==> src/rtl/synapse_pkg.sv <==
// Shared types and constants for the synapse current generator.
// Signed (inhibitory) weights are enabled by defining SYN_INHIBIT_EN.
package synapse_pkg;

  localparam int N_INPUTS_DEF     = 4;
  localparam int DECAY_PERIOD_DEF = 16;
  localparam int DECAY_SHIFT_DEF  = 2;
  localparam int CURRENT_MAX      = 255;

  typedef enum logic {
    S_IDLE,
    S_ADD
  } syn_state_t;

endpackage

==> src/rtl/synapse_current_gen_decay_timer.sv <==
// Free-running decay counter; o_tick pulses for the one cycle
// whose closing edge wraps the count back to zero.
module decay_timer #(
  parameter int PERIOD = 16
) (
  input  logic clk,
  input  logic rst_n,
  output logic o_tick
);

  localparam int CW = $clog2(PERIOD);
  localparam logic [CW-1:0] LAST = CW'(PERIOD - 1);

  logic [CW-1:0] r_cnt;

  always_ff @(posedge clk or negedge rst_n) begin
    if (!rst_n) begin
      r_cnt <= '0;
    end else if (r_cnt == LAST) begin
      r_cnt <= '0;
    end else begin
      r_cnt <= r_cnt + 1'b1;
    end
  end

  assign o_tick = (r_cnt == LAST);

endmodule

==> src/rtl/synapse_current_gen.sv <==
// Event-driven synaptic current with per-source weights and decay.
// Define SYN_INHIBIT_EN for signed weights clamped at 0 and 255.
module synapse_current_gen
  import synapse_pkg::*;
#(
  parameter int N_INPUTS     = N_INPUTS_DEF,
  parameter int DECAY_PERIOD = DECAY_PERIOD_DEF,
  parameter int DECAY_SHIFT  = DECAY_SHIFT_DEF
) (
  input  logic                        clk,
  input  logic                        rst_n,
  input  logic                        ev_valid,
  input  logic [$clog2(N_INPUTS)-1:0] ev_addr,
  output logic                        ev_ready,
  input  logic                        wr_en,
  input  logic [$clog2(N_INPUTS)-1:0] wr_addr,
  input  logic [7:0]                  wr_data,
  output logic [7:0]                  current,
  output logic                        busy
);

  syn_state_t r_state;
  syn_state_t w_next;
  logic [7:0] r_w [N_INPUTS];
  logic [7:0] r_lat;
  logic [7:0] r_cur;
  logic [7:0] w_dec;
  logic [7:0] w_sat;
  logic       w_tick;
  logic       w_accept;

  decay_timer #(
    .PERIOD (DECAY_PERIOD)
  ) u_timer (
    .clk    (clk),
    .rst_n  (rst_n),
    .o_tick (w_tick)
  );

  assign w_accept = (r_state == S_IDLE) && ev_valid;

  always_comb begin
    w_next = r_state;
    unique case (r_state)
      S_IDLE:  if (ev_valid) w_next = S_ADD;
      S_ADD:   w_next = S_IDLE;
      default: w_next = S_IDLE;
    endcase
  end

  always_ff @(posedge clk or negedge rst_n) begin
    if (!rst_n) begin
      r_state <= S_IDLE;
    end else begin
      r_state <= w_next;
    end
  end

  // r_lat samples the pre-edge table, so a same-edge write loses
  always_ff @(posedge clk or negedge rst_n) begin
    if (!rst_n) begin
      for (int i = 0; i < N_INPUTS; i++) r_w[i] <= '0;
      r_lat <= '0;
    end else begin
      if (wr_en) r_w[wr_addr] <= wr_data;
      if (w_accept) r_lat <= r_w[ev_addr];
    end
  end

  assign w_dec = w_tick ? (r_cur - (r_cur >> DECAY_SHIFT)) : r_cur;

`ifdef SYN_INHIBIT_EN
  logic signed [9:0] w_sum;
  assign w_sum = $signed({2'b00, w_dec})
               + $signed({{2{r_lat[7]}}, r_lat});
  always_comb begin
    w_sat = w_sum[7:0];
    if (w_sum < 0) begin
      w_sat = '0;
    end else if (w_sum > 10'sd255) begin
      w_sat = 8'(CURRENT_MAX);
    end
  end
`else
  logic [8:0] w_sum;
  assign w_sum = {1'b0, w_dec} + {1'b0, r_lat};
  assign w_sat = w_sum[8] ? 8'(CURRENT_MAX) : w_sum[7:0];
`endif

  always_ff @(posedge clk or negedge rst_n) begin
    if (!rst_n) begin
      r_cur <= '0;
    end else if (r_state == S_ADD) begin
      r_cur <= w_sat;
    end else if (w_tick) begin
      r_cur <= w_dec;
    end
  end

  assign ev_ready = (r_state == S_IDLE);
  assign busy     = (r_state == S_ADD);
  assign current  = r_cur;

endmodule

==> config.mk <==
export PLATFORM = sky130hd
export DESIGN_NAME = synapse_current_gen
export DESIGN_NICKNAME = d
export VERILOG_FILES = /design/src/rtl/synapse_pkg.sv /design/src/rtl/synapse_current_gen_decay_timer.sv /design/src/rtl/synapse_current_gen.sv
export SDC_FILE = /design/constraint.sdc
export NUM_CORES = 1
export LEC_CHECK = 0
export CAP_MARGIN = 25
export CORE_MARGIN = 1
export CORE_UTILIZATION = 45
export CTS_CLUSTER_SIZE = 28
export DETAILED_ROUTE_END_ITERATION = 10
export HOLD_SLACK_MARGIN = 0.03
export PLACE_DENSITY_LB_ADDON = 0.05
export SLEW_MARGIN = 40
export SYNTH_ARGS = -nofsm -noshare
export SYNTH_HDL_FRONTEND = slang
export SYNTH_HIERARCHICAL = 1
export SYNTH_SLANG_ARGS = --single-unit
export TNS_END_PERCENT = 50
==> constraint.sdc <==
create_clock -name clk -period 2.55 [get_ports clk]
set_clock_uncertainty 0.05 [all_clocks]
set_input_delay 0.51 -clock clk [delete_from_list [all_inputs] [get_ports clk]]
set_output_delay 0.51 -clock clk [all_outputs]
set_load 0.05 [all_outputs]
==> results.toml, run 1 <==
[outcome]
run_status = "finished, violations left"
violations = "setup timing"

[timing]
fin_crit_sh = 1.16
period_needed_ns = 2.95
fmax_mhz = 339
finalSetupTns_ns = -2.94
finalSetupViolations = 8
relSlewSlack = 0.617
rsz0062_at_grt = "true"
finalHoldViolCount = 0
final_max_slew_viol_count = 0
worst_slack_ns = -0.396
worst_pin_slew_ns = 0.575

[worst_setup_path]
worst_ep_arrival_time_ns = 3.09
critPathBufInv = 2
worst_setup_path_start_kind = "register"
crit_path_frequent_cell = "inv_2"
critPathTopFamily = "compound AO/OA/AOI/OAI gates"
crit_type = "reg2reg"
worst_setup_path_end_kind = "register"
cp_max_fo = 7
cp_slowest_cell = "dfrtp_2"
path_cells = "inv_2 -> ha_4 -> inv_2 -> fa_2 -> a211oi_2 -> o21bai_1 -> a21oi_1 -> xnor2_1 -> ha_1 -> nor3_2 -> o21ai_2 -> a31oi_2 -> nand2_2 -> o32a_1"
slowest_delay_ns = 0.42
worstPathRequired_ns = 2.69

[clock_network]
cts_tree = "yes"
ctsHoldBuffers = 0
clock_sinks = 53
cts-root-buf = "clkbuf_8"
clkTransAtPathRegs_ns = 0.10
cts-buffers-inserted = 5
worstSkewPairLatency_ns = 0.30
h-tree-depth = 2
clock_path_buffers = 2

[synth]
yosys.cell_types.count = 42
yosysMostFrequentCell = "dfrtp_1"
synth_top_flop_cell = "dfrtp_1"
syn_nets = 248
ys_seq_area_frac = 0.471
syn_inst = 215
synth-seq-cells = 53
yosysTopAreaCellShare = 0.471
ys_async_sr_fraction = 1.00
avgSynthCellArea_um2 = 13.1
synth_edf_count = 0
ys_warn_count = 6
mappedNetlistArea_um2 = 2820
synthTopCellsByCount = "dfrtp_1, mux2_2, ha_1"
yosys-top-cells-area = "dfrtp_1, mux2_2, ha_1, mux4_2, xnor2_1"
yosysTopAreaCell = "dfrtp_1"

[floorplanning]
fp.coreArea_um2 = 5990
fp.dieW_um = 81.1
die_area_um2 = 6580
die_y_um = 81.1
initial_core_util = 0.470
num_rows = 28
io_pins = 26

[grt]
grt_pass1_vias = 2192
antenna_found_initial = 0
grt_first_pass_wirelength_mm = 10.4
overflow = 0
grt_usage = 0.212
grt_max_degree = 30

[placement]
port_buffers = 25
pre_cts_ws_ns = -0.402
gp_congestion = 0.896
placed_cell_area_um2 = 3550
dp_hpwl_mm = 4.59

[layout]
layout.nets = 322
final_layout_size_suffix_gt1_frac = 0.472
fin_area_um2 = 3720
area_growth_syn_to_layout_pct = 32.1
fillers = 476
final_util = 0.621
diodes = 0

[drt]
vias = 2023
firstDrtPassIters = 4
routed_wl_mm = 6.15
drtIter0Drc = 101
drc = 0
viasPerCell = 5.54
ant_nets = 0
avgRoutedWirePerCell_um = 16.9

[power]
total_power_mw = 4.33
powerDensity_nw_per_um2 = 1160
leakagePower_nw = 1.61
vdd_drop_max_mv = 0.671

[job]
timing.max_cap.violations = 0

[min_path]
hp-class = "in2async"
[cells by family after synthesis]
kind of cell / synth area share
DFF: 0.471
and+or+nand+nor: 0.0626
adders and majority gates: 0.0808
xor gates and xnor gates: 0.0280
AOI/OAI and AO/OA: 0.106
buffers and inverters: 0.0209
muxes: 0.231
[through the flow]
stage                     hold WS, ns  std cells
after floorplan                 0.164        215
after global placement          0.431        353
after detailed placement        0.440        353
after CTS                       0.153        362
after global routing            0.171        365
final                           0.138        365
[state kept, by name, indices dropped and copies added, names as in the netlist]
| register | flops |
|---|---|
| current | 8 |
| busy | 1 |
| r_lat | 8 |
| u_timer/r_cnt | 4 |
| r_w | 32 |
[cells in the final DEF, fill, tap and decap left out, types with 5 or more instances in the layout]
| master | netlist | routed |
|---|---|---|
| clkdlybuf4s50_1 | 0 | 24 |
| clkbuf_8 | 0 | 5 |
| inv_1 | 10 | 6 |
| buf_4 | 0 | 46 |
| dfrtp_1 | 53 | 46 |
| mux4_2 | 8 | 8 |
| dfrtp_2 | 0 | 7 |
| a21oi_1 | 6 | 6 |
| xnor2_1 | 6 | 6 |
| o22a_1 | 5 | 5 |
| mux2_2 | 41 | 40 |
| ha_1 | 15 | 11 |
[per-layer routing]
layer	wire, µm	track usage
met1	2570	0.243
met2	3310	0.397
met3	145	0.0315
met4	128	0.0768
met5	0	0
[worst paths after layout]
path                            startpoint         end  slack (ns)  cells past startpoint
worst max-delay path            current[0]  current[5]       -0.40                     14
worst min-delay path                 rst_n      r_w[9]        0.14                      1
worst max register to register  current[0]  current[5]       -0.40                     14
worst min register to register     r_w[28]     r_w[28]        0.46                      1
max in group asynchronous            rst_n  current[6]        1.74                      2
min in group clk                   r_w[28]     r_w[28]        0.46                      1
[worst reg2reg max path, delay by kind of cell, from the launching register on]
family	cells	cell delay (ns)
buf+inv	2	0.11
fa+ha+maj	3	0.76
flops	1	0.42
xor+xnor	1	0.13
simple gates	2	0.38
compound gates	6	0.98
[power breakdown]
part	switching (mW)	leakage, nW	internal, mW
Sequential	0.146	0.618	1.05
Clock	0.276	0.0554	0.295
Combinational	1.20	0.936	1.37
[what timing repair did]
action                     in CTS  in global routing
setup endpoints to repair       8                  8
pin swaps                       0                  2
gates resized for setup         3                  4
setup buffers                   1                  3
[cell type report]
type / count / area (µm²) / area share
multi-input cells: 147 / 1530 / 0.412
flip-flops and latches: 53 / 1340 / 0.359
repair buffers: 72 / 611 / 0.164
well taps: 75 / 93.8 / 0.0252
clock buffers: 6 / 72.6 / 0.0195
clock inverters: 2 / 38.8 / 0.0104
inverters: 10 / 37.5 / 0.0101
Power figures use the tool's default switching activity.
==> inputs of run 2 (changes only) <==
- CORE_MARGIN: 1 -> unset
- clock period: 2.55 -> 3.45 ns (I/O delays scaled with it)
==> run 2 against run 1 <==
Against the previous run: the flow now finishes without violations; via count is 12% lower; global-route usage is 3.6 points lower; sequential cell count stayed put; sequential share of layout area is 5.0 points higher; die area stayed put; sequential power is 27% lower; hold slack better by 0.12 ns; clock power is 39% lower; first-iteration DRC count is 9.9% lower.
==> results.toml, run 2 (synthesis gave the netlist of run 1 again) <==
[layout]
diodes = 0
final_util = 0.542
top_register = "r_w"
largest_reg_flops = 32
multiInputGateArea_um2 = 1440
mostFrequentLayoutCells = "dfrtp_1, mux2_2, clkdlybuf4s50_1"
fillers = 515
mostFrequentLayoutCell = "dfrtp_1"
layout.nets = 277
fin_area_um2 = 3250
register_area_um2 = 1330
final_layout_size_suffix_gt1_frac = 0.270
area_growth_syn_to_layout_pct = 15.2

[clock_network]
clkTransAtPathRegs_ns = 0.09
cts-buffers-inserted = 5
cts-root-buf = "clkbuf_8"
ctsHoldBuffers = 0
cts_tree = "yes"
clock_path_buffers = 2
clock_sinks = 53
worstSkewPairLatency_ns = 0.30
h-tree-depth = 2

[floorplanning]
fp.coreArea_um2 = 5990
fp.dieW_um = 81.1
io_pins = 26
num_rows = 28
die_y_um = 81.1
die_area_um2 = 6580
initial_core_util = 0.470

[drt]
drtIter0Drc = 91
ant_nets = 0
viasPerCell = 5.56
routed_wl_mm = 5.01
avgRoutedWirePerCell_um = 15.7
drc = 0
vias = 1775
firstDrtPassIters = 4

[min_path]
hp-class = "in2async"

[grt]
antenna_found_initial = 0
grt_first_pass_wirelength_mm = 8.58
overflow = 0
grt_usage = 0.176
grt_max_degree = 22
grt_pass1_vias = 1761

[placement]
pre_cts_ws_ns = 0.252
placed_cell_area_um2 = 3150
dp_hpwl_mm = 3.82
gp_congestion = 0.749
port_buffers = 25

[worst_setup_path]
worst_ep_arrival_time_ns = 3.26
cp_max_fo = 7
slowest_delay_ns = 0.43
r2r_slack_ns = 0.33
r2r_cells = 14
rr_startpoint = "current[0]"
r2r_end = "current[6]"
path_cells = "inv_1 -> ha_1 -> inv_1 -> fa_1 -> a211oi_2 -> o21bai_1 -> a21oi_1 -> xnor2_1 -> ha_1 -> nor3_1 -> o21ai_1 -> a31oi_1 -> nand2_2 -> o22a_1"
crit_type = "reg2reg"
critPathBufInv = 2
worst_setup_path_end_kind = "register"
worst_setup_path_start_kind = "register"
worstPathRequired_ns = 3.59
critPathTopFamily = "compound AO/OA/AOI/OAI gates"
cp_slowest_cell = "fa_1"

[timing]
final_max_slew_viol_count = 0
fin_crit_sh = 0.905
rsz0062_at_grt = "false"
period_needed_ns = 3.12
worst_pin_slew_ns = 0.726
finalSetupTns_ns = 0
fmax_mhz = 320
relSlewSlack = 0.514
worst_slack_ns = 0.328
finalSetupViolations = 0
finalHoldViolCount = 0

[job]
timing.max_cap.violations = 0

[power]
powerDensity_nw_per_um2 = 791
vdd_drop_max_mv = 0.375
leakagePower_nw = 1.38

[outcome]
run_status = "completed"
## run 2: changes by cell type in the layout (fill, tap and decap cells not counted), moves of 2 or more
cell     change
fa_2         -2
dfrtp_2      -7
ha_1         +4
fa_1         +2
a31oi_1      +2
dfrtp_1      +7
buf_4       -44
inv_1        +4
ha_4         -3
inv_2        -4
a31oi_2      -2
## run 2: worst max path at each step
| stage | endpoint | slack, ns | depth (start not counted) | start |
|---|---|---|---|---|
| floorplan | current[0] | 0.24 | 13 | current[2] |
| global placement | current[6] | 0.31 | 12 | current[3] |
| detailed placement | current[6] | 0.25 | 14 | current[0] |
| CTS | current[6] | 0.22 | 14 | current[0] |
| global route | current[3] | 0.01 | 14 | current[0] |
| finish | current[6] | 0.33 | 14 | current[0] |
## run 2: area by class of cell
type	count	share of cell area
Clock buffer	7	0.0266
Inverter	10	0.0116
Multi-Input combinational cell	147	0.444
Sequential cell	53	0.408
Tap cell	75	0.0289
Timing Repair Buffer	27	0.0802
## run 2: power breakdown
| part | switching [mW] | internal (mW) |
|---|---|---|
| Sequential | 0.0947 | 0.768 |
| Clock | 0.188 | 0.160 |
| Combinational | 0.713 | 0.642 |
## run 2: layer usage
metal  part of all wire  track usage
met1               0.48        0.242
met2               0.49        0.282
met3              0.025       0.0337
met4             0.0078       0.0536
met5                  0            0
## run 2: stage by stage
step                hold slack, ns  std cells  power, mW
floorplan                    0.344        215       1.91
global placement             0.428        312       2.21
detailed placement           0.428        312       2.23
CTS                          0.260        319       2.59
global route                 0.273        319       2.78
finish                       0.261        319       2.57
## run 2: timing repair
action	4_1_cts	5_1_grt
buffers inserted	0	0
gates resized for setup	0	2
endpoints found under the hold margin	0	0
setup endpoints to repair	0	7
==> inputs of run 3 (changes only) <==
- CELL_PAD_IN_SITES_DETAIL_PLACEMENT: unset -> 0
- CELL_PAD_IN_SITES_GLOBAL_PLACEMENT: unset -> 1
==> run 3 against run 2 <==
Against the previous run: sequential cell count did not move; non-clock buffer count fell by 2; power rose by 4.8%; fmax fell by 0.48%; sequential share of layout area fell by 0.33 points; critical path depth did not move; design area rose by 0.81%; global-route usage rose by 0.98 points; count of clock-buffer cells in the layout fell by 2; largest power group unchanged.
==> results.toml, run 3 (synthesis gave the netlist of run 1 again) <==
[power]
leakagePower_nw = 1.38
vdd_drop_max_mv = 0.413
powerDensity_nw_per_um2 = 822

[drt]
viasPerCell = 5.61
drc = 0
routed_wl_mm = 5.23
firstDrtPassIters = 4
vias = 1783
ant_nets = 0
avgRoutedWirePerCell_um = 16.5
drtIter0Drc = 66

[worst_setup_path]
worst_setup_path_start_kind = "register"
cp_slowest_cell = "fa_1"
crit_type = "reg2reg"
slowest_delay_ns = 0.42
worst_ep_arrival_time_ns = 3.28
path_cells = "inv_1 -> ha_1 -> inv_1 -> fa_1 -> a211oi_2 -> o21bai_1 -> a21oi_1 -> xnor2_1 -> ha_1 -> nor3_1 -> o21ai_1 -> a31oi_2 -> nand2_2 -> o32a_1"
cp_max_fo = 7
worstPathRequired_ns = 3.59
worst_setup_path_end_kind = "register"

[placement]
dp_cells = 310
dp_hpwl_mm = 3.93
pre_cts_ws_ns = 0.258
gp_congestion = 0.824
port_buffers = 25

[floorplanning]
fp.coreArea_um2 = 5990
fp.dieW_um = 81.1
die_y_um = 81.1
io_pins = 26
initial_core_util = 0.470
num_rows = 28
die_area_um2 = 6580

[timing]
period_needed_ns = 3.14
finalSetupViolations = 0
finalHoldViolCount = 0
fmax_mhz = 319
relSlewSlack = 0.504
final_max_slew_viol_count = 0
worst_slack_ns = 0.313
finalSetupTns_ns = 0
rsz0062_at_grt = "false"
worst_pin_slew_ns = 0.741
fin_crit_sh = 0.909

[layout]
final_layout_size_suffix_gt1_frac = 0.280
area_growth_syn_to_layout_pct = 16.2
mostFrequentLayoutCells = "dfrtp_1, mux2_2, clkdlybuf4s50_1"
diodes = 0
layout.nets = 275
top_register = "r_w"
final_util = 0.546
mostFrequentLayoutCell = "dfrtp_1"
layout.cells.non_filler = 318
largest_reg_flops = 32

[clock_network]
h-tree-depth = 2
cts-buffers-inserted = 5
clkTransAtPathRegs_ns = 0.10
worstSkewPairLatency_ns = 0.31
clock_sinks = 53
postCtsSetupBuffers = 0
cts-root-buf = "clkbuf_8"
clock_path_buffers = 2
cts_tree = "yes"

[grt]
grt_max_degree = 54
grt_pass1_vias = 1937
overflow = 0
antenna_found_initial = 0
grt_first_pass_wirelength_mm = 9.04
grt_usage = 0.186

[job]
timing.max_cap.violations = 0

[outcome]
run_status = "completed"

[min_path]
hp-class = "in2async"
==> run 3: cell count changes in the layout (fill, tap and decap cells not counted), sizes merged <==
cell	previous run	this run
buf	3	1
clkinv	0	1
clkbuf	7	5
bufinv	0	1
clkinvlp	0	1
==> run 3: critical path, delay by kind of cell, from the launching register on <==
| kind | cells | cell delay, ns |
|---|---|---|
| AOI/OAI and AO/OA | 6 | 1.12 |
| adders and majority gates | 3 | 0.81 |
| DFF | 1 | 0.39 |
| and+or+nand+nor | 2 | 0.38 |
| buffers and inverters | 2 | 0.13 |
| xor gates and xnor gates | 1 | 0.12 |
==> run 3: final cells by class <==
| class | count | area (µm²) |
|---|---|---|
| Fill cell | 500 | 2720 |
| Multi-Input combinational cell | 147 | 1450 |
| Sequential cell | 53 | 1330 |
| Timing Repair Buffer | 25 | 248 |
| Tap cell | 75 | 93.8 |
| Clock buffer | 5 | 68.8 |
| Clock inverter | 3 | 46.3 |
| Inverter | 10 | 37.5 |
==> run 3: power breakdown <==
part	switching, mW	internal [mW]	leakage [nW]
combinational	0.743	0.653	0.700
clock	0.210	0.217	0.0543
sequential	0.0987	0.768	0.624
==> run 3: stage by stage <==
step | hold slack [ns] | power [mW] | area, µm²
2_1_floorplan | 0.344 | 1.91 | 2820
3_3_place_gp | 0.412 | 2.19 | 3140
3_5_place_dp | 0.437 | 2.25 | 3140
4_1_cts | 0.365 | 2.68 | 3250
5_1_grt | 0.390 | 2.88 | 3270
6_report | 0.345 | 2.69 | 3270
==> run 3: path summary, 6_finish.rpt <==
path / start / cells after the start / to / slack (ns)
hold / removal: rst_n / 1 / r_w[11] / 0.35
min in group clk: u_timer/r_cnt[0] / 1 / u_timer/r_cnt[0] / 0.45
hold reg to reg: u_timer/r_cnt[0] / 1 / u_timer/r_cnt[0] / 0.45
max in group asynchronous: rst_n / 1 / r_lat[5] / 2.56
setup / recovery: current[0] / 14 / current[5] / 0.31
setup reg to reg: current[0] / 14 / current[5] / 0.31
==> run 3: layer usage <==
| metal | up-vias | share of wire | track usage | routed length [µm] |
|---|---|---|---|---|
| li1 | 859 | - | - | - |
| met1 | 888 | 0.44 | 0.228 | 2320 |
| met2 | 27 | 0.51 | 0.318 | 2690 |
| met3 | 9 | 0.022 | 0.0382 | 117 |
| met4 | 0 | 0.020 | 0.0768 | 106 |
| met5 | - | 0 | 0 | 0 |
==> run 3: repair_timing <==
item	4_1_cts	5_1_grt
setup endpoints to repair	0	7
resized for setup	0	4
hold buffers	0	0
hold endpoints to repair	0	0
